### src/rtl/abs_max_min_seq_pkg.sv
// Shared op codes, state encoding and data width for the ABS/MAX/MIN compare
// unit and its frame sequencer.
package abs_max_min_pkg;

  localparam int DATA_W = 8;

  localparam logic [1:0] OP_ABS = 2'b00;
  localparam logic [1:0] OP_MAX = 2'b01;
  localparam logic [1:0] OP_MIN = 2'b10;

  typedef enum logic [2:0] {
    IDLE   = 3'd0,
    S_ABS  = 3'd1,
    S_MAX  = 3'd2,
    S_MIN  = 3'd3,
    S_AMAX = 3'd4,
    S_CAP  = 3'd5,
    S_DONE = 3'd6
  } state_t;

endpackage

### src/rtl/abs_max_min_seq.sv
// Frame sequencer for the ABS/MAX/MIN compare unit: running max/min/max-abs.
// Optional sample counter on res_count when ABS_MAX_MIN_SEQ_CNT_EN is defined.
module abs_max_min_seq
  import abs_max_min_pkg::*;
#(
  parameter int W     = DATA_W,
  parameter int CNT_W = 8
) (
  input  logic             clk,
  input  logic             rst,
  input  logic             in_valid,
  input  logic [W-1:0]     in_data,
  input  logic             in_last,
  output logic             in_ready,
  output logic [1:0]       op_sel,
  output logic [W-1:0]     op_a,
  output logic [W-1:0]     op_b,
  input  logic [W-1:0]     op_result,
  output logic             res_valid,
  input  logic             res_ready,
  output logic [W-1:0]     res_max,
  output logic [W-1:0]     res_min,
  output logic [W-1:0]     res_absmax,
  output logic [CNT_W-1:0] res_count,
  output state_t           dbg_state
);

  // Handshakes: a sample moves when in_valid && in_ready on a rising edge;
  // results move when res_valid && res_ready. in_ready is high only in IDLE,
  // res_valid only in S_DONE, and both depend on registered state alone.

  state_t         state;
  logic [W-1:0]   sample_q;
  logic           last_q;
  logic           in_frame_q;
  logic [W-1:0]   run_max;
  logic [W-1:0]   run_min;
  logic [W-1:0]   run_abs;
  logic [W-1:0]   abs_tmp;

  // Operands are registered for the state being entered, so the unit sees
  // them during that state and its result is captured one state later.
  always_ff @(posedge clk) begin
    if (rst) begin
      state      <= IDLE;
      sample_q   <= '0;
      last_q     <= 1'b0;
      in_frame_q <= 1'b0;
      run_max    <= '0;
      run_min    <= '0;
      run_abs    <= '0;
      abs_tmp    <= '0;
      op_sel     <= OP_ABS;
      op_a       <= '0;
      op_b       <= '0;
    end else begin
      case (state)
        IDLE: begin
          if (in_valid) begin
            sample_q   <= in_data;
            last_q     <= in_last;
            in_frame_q <= 1'b1;
            if (!in_frame_q) begin
              run_max <= in_data;
              run_min <= in_data;
              run_abs <= '0;
            end
            op_sel <= OP_ABS;
            op_a   <= '0;
            op_b   <= in_data;
            state  <= S_ABS;
          end
        end
        S_ABS: begin
          op_sel <= OP_MAX;
          op_a   <= run_max;
          op_b   <= sample_q;
          state  <= S_MAX;
        end
        S_MAX: begin
          abs_tmp <= op_result;
          op_sel  <= OP_MIN;
          op_a    <= run_min;
          op_b    <= sample_q;
          state   <= S_MIN;
        end
        S_MIN: begin
          run_max <= op_result;
          op_sel  <= OP_MAX;
          op_a    <= run_abs;
          op_b    <= abs_tmp;
          state   <= S_AMAX;
        end
        S_AMAX: begin
          run_min <= op_result;
          op_sel  <= OP_ABS;
          op_a    <= '0;
          op_b    <= '0;
          state   <= S_CAP;
        end
        S_CAP: begin
          run_abs <= op_result;
          state   <= last_q ? S_DONE : IDLE;
        end
        S_DONE: begin
          if (res_ready) begin
            in_frame_q <= 1'b0;
            state      <= IDLE;
          end
        end
        default: state <= IDLE;
      endcase
    end
  end

  assign in_ready   = (state == IDLE);
  assign res_valid  = (state == S_DONE);
  assign res_max    = res_valid ? run_max : '0;
  assign res_min    = res_valid ? run_min : '0;
  assign res_absmax = res_valid ? run_abs : '0;
  assign dbg_state  = state;

`ifdef ABS_MAX_MIN_SEQ_CNT_EN
  logic [CNT_W-1:0] cnt_q;

  always_ff @(posedge clk) begin
    if (rst) begin
      cnt_q <= '0;
    end else if (state == S_DONE && res_ready) begin
      cnt_q <= '0;
    end else if (state == IDLE && in_valid) begin
      cnt_q <= cnt_q + CNT_W'(1);
    end
  end

  assign res_count = res_valid ? cnt_q : '0;
`else
  assign res_count = '0;
`endif

endmodule
### config.mk
export PLATFORM = sky130hd
export DESIGN_NAME = abs_max_min_seq
export DESIGN_NICKNAME = d
export VERILOG_FILES = /design/src/rtl/abs_max_min_seq_pkg.sv /design/src/rtl/abs_max_min_seq.sv
export SDC_FILE = /design/constraint.sdc
export NUM_CORES = 1
export LEC_CHECK = 0
export CORE_ASPECT_RATIO = 0.5
export CORE_MARGIN = 10
export CORE_UTILIZATION = 49
export DETAILED_ROUTE_END_ITERATION = 6
export GPL_ROUTABILITY_DRIVEN = 0
export HOLD_SLACK_MARGIN = 0.1
export PLACE_DENSITY = 0.91
export SLEW_MARGIN = 20
export SYNTH_ARGS = -nofsm -noshare
export SYNTH_HDL_FRONTEND = slang
export SYNTH_SLANG_ARGS = --single-unit
### constraint.sdc
create_clock -name clk -period 1.7 [get_ports clk]
set_input_delay 0.17 -clock clk [delete_from_list [all_inputs] [get_ports clk]]
set_output_delay 0.17 -clock clk [all_outputs]
set_load 0.005 [all_outputs]
==> summary.md <==
| Metric | Value |
|---|---|
| Outcome | `complete, no violations` |
| Post-Synth Simple-Gate Area | `between 20 and 25%` |
| WP data required | `about 1.5 ns` |
| GRT Total Usage | `around a fifth` |
| Sw Pwr | `0.00130 W` |
| Critical-path cell list | `and3b_2, buf_6, and2_1, dlygate4sd2_1` |
| Largest family of logic cells by synthesized area | `simple AND/OR/NAND/NOR gates` |
| GR Util met2 | `between 30 and 40%` |
| Post-synthesis adder-cell area fraction | `0%` |
| Combinational Power Share | `approximately a fifth` |
| Root buf cell | `clkbuf_16` |
| Period Utilization, post-route | `between 90 and 100%` |
| Setup violators final | `0` |
| Max Clock Skew | `0.00253 ns` |
| Commonest cells post-synth | `dfxtp_1 (63), nand2_1 (47), a21oi_1 (40), nor2_1 (39), and2_1 (26)` |
| Hpwl dp | `about 6.5 mm` |
| CP Launch Type | `flop` |
| Clock share of power | `~43%` |
| First-pass GRT wire length | `between 15 and 20 mm` |
| Clk slew on worst S/H paths | `0.05 ns` |
| Initial DRT Pass Iterations | `6` |
| Worst vdd ir | `approximately 610 µV` |
| Post-synth EDFFs | `0` |
| Pin count of the biggest net entering global routing | `57` |
| Layout cells sized above 1 | `between 15 and 20%` |
| Gr ovfl total | `0` |
| Launching point of the worst reg2reg path | `dbg_state[0]$_SDFFE_PP0P_` |
| Clock Sinks | `63` |
| Ys flop type | `dfxtp_1` |
| Peak Freq | `between 500 and 600 MHz` |
| Initial antenna violation count | `0` |
| Seq cells post-synth | `between 60 and 70` |
| Register area share after synthesis | `a little over two fifths` |
| Die width | `about 130 µm` |
| DP Worst Slack | `-0.103 ns` |
| Hold_sp | `rst` |
| Hold path depth | `3` |
| Dominant cells by area after synthesis | `dfxtp_1 (42%), a21oi_1 (6.6%), nand2_1 (5.9%), a22oi_1 (5.7%), and2_1 (5.4%)` |
| Vias in the first global route | `around 3k` |
| Final Hold Fails | `0` |
| Fin worst setup slack | `approximately 0.012 ns` |
| Critical Path End Type | `primary output` |
| Mean Syn Cell Area | `8.54 µm²` |
| CTS tree | `built` |
| Design Area, Final | `about 4100 µm²` |
| Crit path time final | `1.69 ns` |
| # DRC | `0` |
| PortBufs | `between 60 and 70` |
| Placed Area | `about 3800 µm²` |
| I/O pins | `76` |
| Cell Rows | `20` |
| Die H | `between 70 and 80 µm` |
| Max clock buf depth | `2` |
| Multiplexer share of the synthesized area | `5.89%` |
| Post-Syn Instances | `~350` |
| Internal | `about 0.0034 W` |
| # hold bufs at CTS | `0` |
| Number of CTS-inserted buffers | `9` |
| Count leader, synth | `dfxtp_1` |
| GRT busiest layer | `met2` |
| Leakage | `between 1.5 and 2 nW` |
| Max_cap viols | `0` |
| Post-synth ARST share | `0%` |
| Initial Util | `50.2%` |
| Core Region | `approximately 6000 µm²` |
| Synth warnings | `0` |
| RSZ-0062 raised after global routing | `false` |
| Net Sw Frac | `27.4%` |
| Crit path DAT | `1.52 ns` |
| Largest delay contributor family on the critical path | `buffers and inverters` |
| Diodes inserted | `0` |
| GRT met3 Usage | `between 6 and 7%` |
| Syn Std Cell Area | `about 3000 µm²` |
| Synth Area in Compound Gates | `22.0%` |
| Sequential power share | `36.5%` |
| Hold Path Class | `primary input to flop` |
| Final max-slew violation count | `0` |
| Worst Path Max Fanout | `12` |
| Vias per cell | `approximately 5.9` |
| Via count | `3018` |
| Yosys top cell area share | `around two fifths` |
| R2R depth | `6` |
| Fin nets | `450` |
| Initial drt markers | `approximately 390` |
| Flop2flop setup slack | `about 0.040 ns` |
| Yosys cell types | `35` |
| Die ar. | `around 9900 µm²` |
| Worst-Skew Late Latency | `between 0.3 and 0.4 ns` |
| Antenna-violating nets left | `0` |
| Hold path endpoint | `run_abs[7]$_SDFFE_PP0P_` |
| CP bufs+invs | `2` |
| Leading area contributor after synthesis | `dfxtp_1` |
| Wire per inst | `between 15 and 20 µm` |
| Crit path max-delay cell type | `dfxtp_4` |
| P per Cell Area | `roughly 1100 nW/µm²` |
| Drt total wl | `slightly above 10 mm` |
| H-tree Lvls | `3` |
| XOR/XNOR share of the synthesized area | `less than 1%` |
| Area grow syn2layout | `37.3%` |
| GR Layer Usage met1 | `between 20% and 30%` |
| R2R Path End | `op_sel[0]$_SDFFE_PP0P_` |
| Slowest stage delay, CP | `approximately 0.37 ns` |
| Critical setup path kind | `flop to primary output` |
[worst max-delay path by stage]
stage | depth (start not counted) | slack (ns) | to | from
floorplan | 5 | 0.21 | run_abs[5]$_SDFFE_PP0P_ | dbg_state[2]$_SDFFE_PP0P_
global placement | 5 | -0.04 | run_abs[2]$_SDFFE_PP0P_ | in_valid
detailed placement | 5 | -0.10 | run_abs[1]$_SDFFE_PP0P_ | in_valid
CTS | 4 | 0.01 | res_absmax[5] | dbg_state[0]$_SDFFE_PP0P_
global route | 4 | 0.0008 | res_absmax[6] | dbg_state[0]$_SDFFE_PP0P_
finish | 4 | 0.01 | res_absmax[6] | dbg_state[2]$_SDFFE_PP0P_
[cells in the final DEF (no fill, tap or decap), drive strengths merged, types with 3 or more instances in the layout]
cell           instances
and2                  26
mux2i                 11
clkdlybuf4s50         40
nand2                 47
buf                   26
o32ai                  6
clkdlybuf4s15          4
a21oi                 42
dfxtp                 63
a21o                  11
mux2                   6
nor2                  43
nor4                   9
nor3                   3
inv                    8
a22oi                 23
conb                   8
clkbuf                14
dlygate4sd2           19
a211oi                12
[per-layer routing]
layer	vias up	routed length [µm]
met4	0	352
li1	1368	-
met1	1418	3840
met3	45	1110
met2	187	4880
met5	-	0
[worst min-delay path, cell delays in order]
cell	delay, ns
buf_2	0.12
buf_12	0.20
nor2_1	0.12
[state kept, by name, summed over array words and instances, names as in the netlist]
register	cells
run_min	8
op_b	8
abs_tmp	8
run_abs	8
dbg_state	3
run_max	8
op_a	8
last_q	1
in_frame_q	1
op_sel	2
sample_q	8
[power groups by stage]
stage	Clock (W)	Combinational (W)	Sequential (W)
final	0.00201	0.000995	0.00173
after global routing	0.00206	0.00107	0.00174
after CTS	0.00201	0.000976	0.00172
after detailed placement	0	0.000946	0.00175
after global placement	0	0.000921	0.00174
after floorplan	0	0.000576	0.00173
[layout make-up]
cell class	count	area, µm²
multi-input cells	257	1570
flip-flops and latches	63	1270
inverters	8	30.0
fillers	404	1870
well taps	77	96.3
clock inverters	3	65.1
clock buffers	13	260
repair buffers	90	845
[per-stage QoR]
| step | instances | total power [W] | setup TNS [ns] | hold WS (ns) | utilization [%] |
|---|---|---|---|---|---|
| floorplan | 360 | 0.00230 | 0 | 0.306 | - |
| global placement | 493 | 0.00266 | -0.496 | 0.433 | 63.4 |
| detailed placement | 493 | 0.00269 | -1.11 | 0.438 | 63.4 |
| CTS | 511 | 0.00471 | 0 | 0.312 | 68.8 |
| global route | 511 | 0.00487 | 0 | 0.320 | 68.9 |
| finish | 511 | 0.00473 | 0 | 0.307 | 68.9 |
[cells by family (layout without fill, tap and decap cells)]
logic type             count (synthesis)  in the layout
multiplexers                          17             17
AO/OA/AOI/OAI                         95             95
flip-flops                            63             63
other                                  1              8
XOR/XNOR                               1              1
buffers and inverters                 40            114
AND/OR/NAND/NOR                      136            136
[timing repair]
item | in CTS | in global routing
setup buffers | 2 | 0
gates cloned | 0 | 0
setup endpoints to repair | 26 | 6
resized for setup | 41 | 8
pin swaps | 0 | 0
Power figures use the tool's default switching activity.
